==> src/rtl/fifo_uart_tx_pkg.sv <==
// Shared types and constants for the FIFO-draining UART transmitter.
package fifo_uart_pkg;

  localparam int   STATE_W          = 3;
  localparam int   CLKS_PER_BIT_DEF = 4;
  localparam logic IDLE_LEVEL       = 1'b1;

  typedef enum logic [STATE_W-1:0] {
    IDLE   = 3'd0,
    REQ    = 3'd1,
    LOAD   = 3'd2,
    START  = 3'd3,
    DATA   = 3'd4,
    PARITY = 3'd5,
    STOP   = 3'd6
  } state_t;

endpackage

==> src/rtl/fifo_uart_tx_baud_cnt.sv <==
// Bit-period timer: counts 0..CLKS_PER_BIT-1 and pulses bit_done on the last count.
module uart_baud_cnt #(
  parameter int CLKS_PER_BIT = 4
) (
  input  logic clk,
  input  logic rst,
  input  logic clear,
  output logic bit_done
);

  localparam int               CW   = (CLKS_PER_BIT > 1) ? $clog2(CLKS_PER_BIT) : 1;
  localparam logic [CW-1:0]    LAST = CW'(CLKS_PER_BIT - 1);

  logic [CW-1:0] cnt_q, cnt_d;

  // bit_done must not depend on clear: clear is derived from the state change bit_done causes.
  assign bit_done = (cnt_q == LAST);

  always_comb begin
    cnt_d = cnt_q + 1'b1;
    if (clear || (cnt_q == LAST)) cnt_d = '0;
  end

  always_ff @(posedge clk) begin
    if (rst) cnt_q <= '0;
    else     cnt_q <= cnt_d;
  end

endmodule

==> src/rtl/fifo_uart_tx.sv <==
// Pops bytes from a synchronous FIFO and sends each as a UART frame (start, data LSB-first, stop).
// Define PARITY_EN to insert an even-parity bit between the data bits and the stop bit.
module fifo_uart_tx
  import fifo_uart_pkg::*;
#(
  parameter int DATA_W       = 8,
  parameter int CLKS_PER_BIT = CLKS_PER_BIT_DEF,
  parameter int CNT_W        = 16
) (
  input  logic              clk,
  input  logic              rst,
  input  logic              tx_en,
  input  logic              empty,
  input  logic [DATA_W-1:0] fifo_data,
  output logic              r_en,
  output logic              tx,
  output logic              busy,
  output logic [CNT_W-1:0]  frame_cnt
);

  localparam int                BIT_W    = (DATA_W > 1) ? $clog2(DATA_W) : 1;
  localparam logic [BIT_W-1:0]  LAST_BIT = BIT_W'(DATA_W - 1);

  state_t             state_q, state_d;
  logic [DATA_W-1:0]  shift_q, shift_d;
  logic [BIT_W-1:0]   bit_q, bit_d;
  logic [CNT_W-1:0]   frame_cnt_q, frame_cnt_d;
  logic               bit_done;
  logic               baud_clear;
`ifdef PARITY_EN
  logic               par_q, par_d;
`endif

  uart_baud_cnt #(.CLKS_PER_BIT(CLKS_PER_BIT)) u_baud (
    .clk      (clk),
    .rst      (rst),
    .clear    (baud_clear),
    .bit_done (bit_done)
  );

  always_comb begin
    state_d     = state_q;
    shift_d     = shift_q;
    bit_d       = bit_q;
    frame_cnt_d = frame_cnt_q;
`ifdef PARITY_EN
    par_d       = par_q;
`endif
    r_en        = 1'b0;
    busy        = 1'b1;
    tx          = IDLE_LEVEL;
    case (state_q)
      IDLE: begin
        busy = 1'b0;
        if (tx_en && !empty) state_d = REQ;
      end
      REQ: begin
        r_en    = 1'b1;
        state_d = LOAD;
      end
      LOAD: begin
        // The FIFO registered its output on the REQ edge, so it is valid now.
        shift_d = fifo_data;
        bit_d   = '0;
`ifdef PARITY_EN
        par_d   = ^fifo_data;
`endif
        state_d = START;
      end
      START: begin
        tx = ~IDLE_LEVEL;
        if (bit_done) state_d = DATA;
      end
      DATA: begin
        tx = shift_q[0];
        if (bit_done) begin
          shift_d = shift_q >> 1;
          bit_d   = bit_q + 1'b1;
`ifdef PARITY_EN
          if (bit_q == LAST_BIT) state_d = PARITY;
`else
          if (bit_q == LAST_BIT) state_d = STOP;
`endif
        end
      end
      PARITY: begin
`ifdef PARITY_EN
        tx = par_q;
        if (bit_done) state_d = STOP;
`else
        state_d = IDLE;
`endif
      end
      STOP: begin
        if (bit_done) begin
          frame_cnt_d = frame_cnt_q + 1'b1;
          state_d     = IDLE;
        end
      end
      default: state_d = IDLE;
    endcase
  end

  assign baud_clear = (state_d != state_q);
  assign frame_cnt  = frame_cnt_q;

  always_ff @(posedge clk) begin
    if (rst) begin
      state_q     <= IDLE;
      shift_q     <= '0;
      bit_q       <= '0;
      frame_cnt_q <= '0;
`ifdef PARITY_EN
      par_q       <= 1'b0;
`endif
    end else begin
      state_q     <= state_d;
      shift_q     <= shift_d;
      bit_q       <= bit_d;
      frame_cnt_q <= frame_cnt_d;
`ifdef PARITY_EN
      par_q       <= par_d;
`endif
    end
  end

endmodule
==> config.mk <==
export PLATFORM = sky130hd
export DESIGN_NAME = fifo_uart_tx
export DESIGN_NICKNAME = d
export VERILOG_FILES = /design/src/rtl/fifo_uart_tx_pkg.sv /design/src/rtl/fifo_uart_tx_baud_cnt.sv /design/src/rtl/fifo_uart_tx.sv
export SDC_FILE = /design/constraint.sdc
export NUM_CORES = 1
export LEC_CHECK = 0
export ABC_AREA = 0
export BUFFER_PORTS_ARGS = -buffer_cell sky130_fd_sc_hd__buf_2
export CORE_ASPECT_RATIO = 1.5
export CORE_MARGIN = 4
export CORE_UTILIZATION = 45
export CTS_CLUSTER_SIZE = 20
export DETAILED_ROUTE_END_ITERATION = 12
export GPL_TIMING_DRIVEN = 1
export PLACE_DENSITY = 0.7
export RECOVER_POWER = 100
export SKIP_CTS_REPAIR_TIMING = 1
export SYNTH_ARGS = -nofsm -noshare
export SYNTH_HDL_FRONTEND = slang
export SYNTH_SLANG_ARGS = --single-unit
==> constraint.sdc <==
create_clock -name clk -period 1.75 [get_ports clk]
set_input_delay 0.175 -clock clk [delete_from_list [all_inputs] [get_ports clk]]
set_output_delay 0.175 -clock clk [all_outputs]
set_load 0.05 [all_outputs]
==> results_tabular.tex <==
\begin{tabular}{lr}
\hline
Metric & Value \\
\hline
\multicolumn{2}{l}{\textbf{Run status}} \\
Outcome & complete, no violations \\
\multicolumn{2}{l}{\textbf{Pwr}} \\
VDD IR-drop max & 0.656 mV \\
Areal power density over the cells & 824 nW/um\^{}2 \\
Leakage power figure & 0.653 nW \\
PnR Total Power & 0.00151 W \\
\multicolumn{2}{l}{\textbf{Placed design}} \\
Port bufs & 30 \\
GP Congestion & 0.800 \\
Post-detailed-placement half-perimeter wirelength & 2.38 mm \\
Placed cell count & 243 \\
\multicolumn{2}{l}{\textbf{Global routing}} \\
GR Util All Layers & 0.155 \\
Total overflow reported by the global router & 0 \\
First-pass GRT wire length & 5.54 mm \\
Vias in the first global route & 1,251 \\
Antenna violations before repair & 0 \\
Pin count of the biggest net entering global routing & 25 \\
\multicolumn{2}{l}{\textbf{Hold path}} \\
Worst Hold Class & in2reg \\
Worst Hold End & shift\_q[7] \\
Hold depth & 3 \\
Origin of the worst min-delay path & fifo\_data[7] \\
\multicolumn{2}{l}{\textbf{Clock network}} \\
Later-pin clock latency in the skew report & 0.28 ns \\
Clock-pin slew reported for the worst setup and hold paths after clock tree synthesis & 0.06 ns \\
Maximum number of buffers from clock root to sink & 2 \\
Clock tree from TritonCTS & built \\
TritonCTS buffer count & 5 \\
Number of clock sinks & 32 \\
H-tree levels & 2 \\
Root buffer cell & sky130\_fd\_sc\_hd\_\_clkbuf\_8 \\
\multicolumn{2}{l}{\textbf{Run}} \\
Max capacitance violation total & 0 \\
\multicolumn{2}{l}{\textbf{Floorplanning}} \\
Area of the placeable core & 3380 sq um \\
Die footprint & 4510 sq um \\
Starting utilization of the core area & 0.463 \\
Number of ports placed on the die boundary & 31 \\
Height of the die & 80.2 um \\
Horiz. Die Dim & 56.2 um \\
Num rows & 26 \\
\multicolumn{2}{l}{\textbf{Critical path}} \\
Setup slack of the most critical reg-to-reg path & 0.12 ns \\
Arrival time of the worst setup path & 1.46 ns \\
Slowest library cell on the worst path & sky130\_fd\_sc\_hd\_\_dfxtp\_1 \\
Crit path buf inv count & 2 \\
Cell Chain, Critical Path & nor3b\_1 -> buf\_4 -> a22oi\_2 -> buf\_2 \\
Worst reg2reg path depth & 5 \\
Kind of launch point of the worst setup path & flop \\
Reg-to-reg critical path endpoint & frame\_cnt[13] \\
Kind of end point of the critical path & output pin \\
Largest stage delay, worst path & 0.48 ns \\
Dominant delay contributor by cell family on the critical path & buffers and inverters \\
Critical register-to-register path startpoint & state\_q[1] \\
Required time of the critical path & 1.57 ns \\
Top fanout value on the critical path & 10 \\
Category of the critical setup timing path & reg2out \\
\multicolumn{2}{l}{\textbf{Finish}} \\
Share of the core filled with cells in the final layout & 0.540 \\
Commonest cells after routing, fill and taps aside & sky130\_fd\_sc\_hd\_\_nor2\_1, sky130\_fd\_sc\_hd\_\_dfxtp\_1, sky130\_fd\_sc\_hd\_\_clkbuf\_1 \\
Number of inserted diodes & 0 \\
Layout-stage area growth over the synthesis result & 16.8\% \\
Fraction of final layout cells sized beyond drive strength 1 & 0.188 \\
\# nets final & 224 \\
Most common cell after layout, fill and taps aside & sky130\_fd\_sc\_hd\_\_nor2\_1 \\
Fill cells & 352 \\
Final standard cell count with taps included and fillers excluded & 250 \\
\multicolumn{2}{l}{\textbf{Synth}} \\
Part of the Yosys area used for sequential elements & 0.409 \\
Synthesized area per cell & 9.05 sq um \\
Area share of xor/xnor cells in the synthesized design & 0.0671 \\
Number of instances in the synthesized netlist & 173 \\
Synth Area in Simple Gates & 0.270 \\
Compound-Gate Fraction of Synth Area & 0.102 \\
Library cells used by synthesis & 39 \\
Register bit total from synthesis & 32 \\
Syn nets & 189 \\
Combinational family with the most area after synthesis & simple AND/OR/NAND/NOR gates \\
Post-Synth Adder-Cell Area & 0.0320 \\
Cell area after technology mapping & 1570 sq um \\
Yosys warning count & 0 \\
Proportion of synthesized area in mux cells & 0.0727 \\
\multicolumn{2}{l}{\textbf{STA}} \\
RSZ-0062 raised after global routing & no \\
Number of hold-slack violations in the final timing report & 0 \\
Summed negative setup slack over all endpoints & 0 ns \\
Final setup vio count & 0 \\
Time the worst path needs with I/O delays and setup & 1.64 ns \\
Max Slew Vio Count & 0 \\
Fin crit share & 0.937 \\
Max frequency & 610 MHz \\
Clock Skew & 0.00433 ns \\
Transition at the pin with the smallest max-transition slack & 0.634 ns \\
Slew HR & 0.579 \\
\multicolumn{2}{l}{\textbf{Route}} \\
Drt total wl & 3.19 mm \\
DRC violations left & 0 \\
Length of the first detailed-routing pass in iterations & 4 \\
Starting DRT DRC Count & 11 \\
Average vias per placed instance & 5.20 \\
Remaining antenna violation count after routing & 0 \\
Drt wl/cell & 12.8 um \\
Via Count & 1,299 \\
\hline
\end{tabular}
cell usage after synthesis, drive strengths merged:
cell,n,share of area
a21boi,1,0.0048
mux2,3,0.022
a21oi,6,0.019
and4b,1,0.0064
nand3,10,0.035
o32ai,1,0.0056
nand4b,1,0.015
a211oi,7,0.034
xor2,1,0.0056
or3,1,0.0040
mux2i,8,0.051
inv,5,0.012
o21bai,1,0.0048
clkbuf,5,0.012
dfxtp,32,0.41
a22oi,1,0.0048
nor4b,1,0.0056
o21ai,2,0.0088
a32oi,2,0.011
o21a,1,0.0048
nor2,32,0.077
buf,6,0.022
a21o,1,0.0048
nor3,5,0.016
ha,4,0.032
nand2,6,0.014
nand2b,1,0.0040
nand4bb,1,0.0072
nand4,2,0.0080
xnor2,11,0.062
and3,1,0.0040
nor2b,5,0.020
nor3b,2,0.0096
nor4,6,0.044
power breakdown:
part | switching, W | leakage [nW] | internal, W
Combinational | 0.0000814 | 0.343 | 0.0000562
Clock | 0.000248 | 0.0503 | 0.000350
Sequential | 0.0000181 | 0.260 | 0.000753
Total | 0.000347 | 0.653 | 0.00116
kinds of logic after synthesis:
| group | Yosys count |
|---|---|
| multiplexers | 11 |
| XOR/XNOR | 12 |
| adder cells (fa/ha/maj) | 4 |
| buffers and inverters | 16 |
| flip-flops | 32 |
| AND/OR/NAND/NOR | 75 |
| AO/OA/AOI/OAI | 23 |
final cells by class:
| cell class | count | area (sq um) | area share |
|---|---|---|---|
| Multi-Input combinational cell | 125 | 820 | 0.448 |
| Sequential cell | 32 | 643 | 0.352 |
| Timing Repair Buffer | 39 | 198 | 0.108 |
| Clock buffer | 7 | 96.3 | 0.0527 |
| Tap cell | 42 | 52.6 | 0.0287 |
| Inverter | 5 | 18.8 | 0.0103 |
flip-flops by register name, summed over array words and instances (netlist names):
name and flops:
bit_q 3, state_q 3, shift_q 8, frame_cnt 16, u_baud.cnt_q 2
worst max path at each step:
stage | from | to | cells past startpoint
after floorplan | frame_cnt[6] | frame_cnt[14] | 4
after global placement | state_q[2] | frame_cnt[14] | 4
after detailed placement | state_q[2] | frame_cnt[13] | 5
after CTS | state_q[2] | tx | 4
after global routing | u_baud.cnt_q[0] | frame_cnt[7] | 6
final | state_q[0] | tx | 4
routing by layer:
metal | GRT usage | up-vias | routed length [um]
met4 | 0.0784 | 0 | 63
met5 | 0 | - | 0
met1 | 0.168 | 596 | 1330
met3 | 0.0354 | 7 | 129
met2 | 0.279 | 24 | 1660
li1 | - | 672 | -
stage by stage:
step                      hold WS, ns  instance area [sq um]  worst slack [ns]
final                           0.205                   1830             0.111
after global routing            0.221                   1830            0.0177
after CTS                       0.217                   1880           -0.0300
after detailed placement        0.423                   1790             0.106
after global placement          0.414                   1790             0.207
after floorplan                 0.347                   1570            -0.124
worst reg2reg max path: cells and delay by family (launching register included):
family,cells,cell delay [ns]
simple gates,3,0.55
buf+inv,1,0.22
mux,1,0.29
flops,1,0.46
Power figures use the tool's default switching activity.
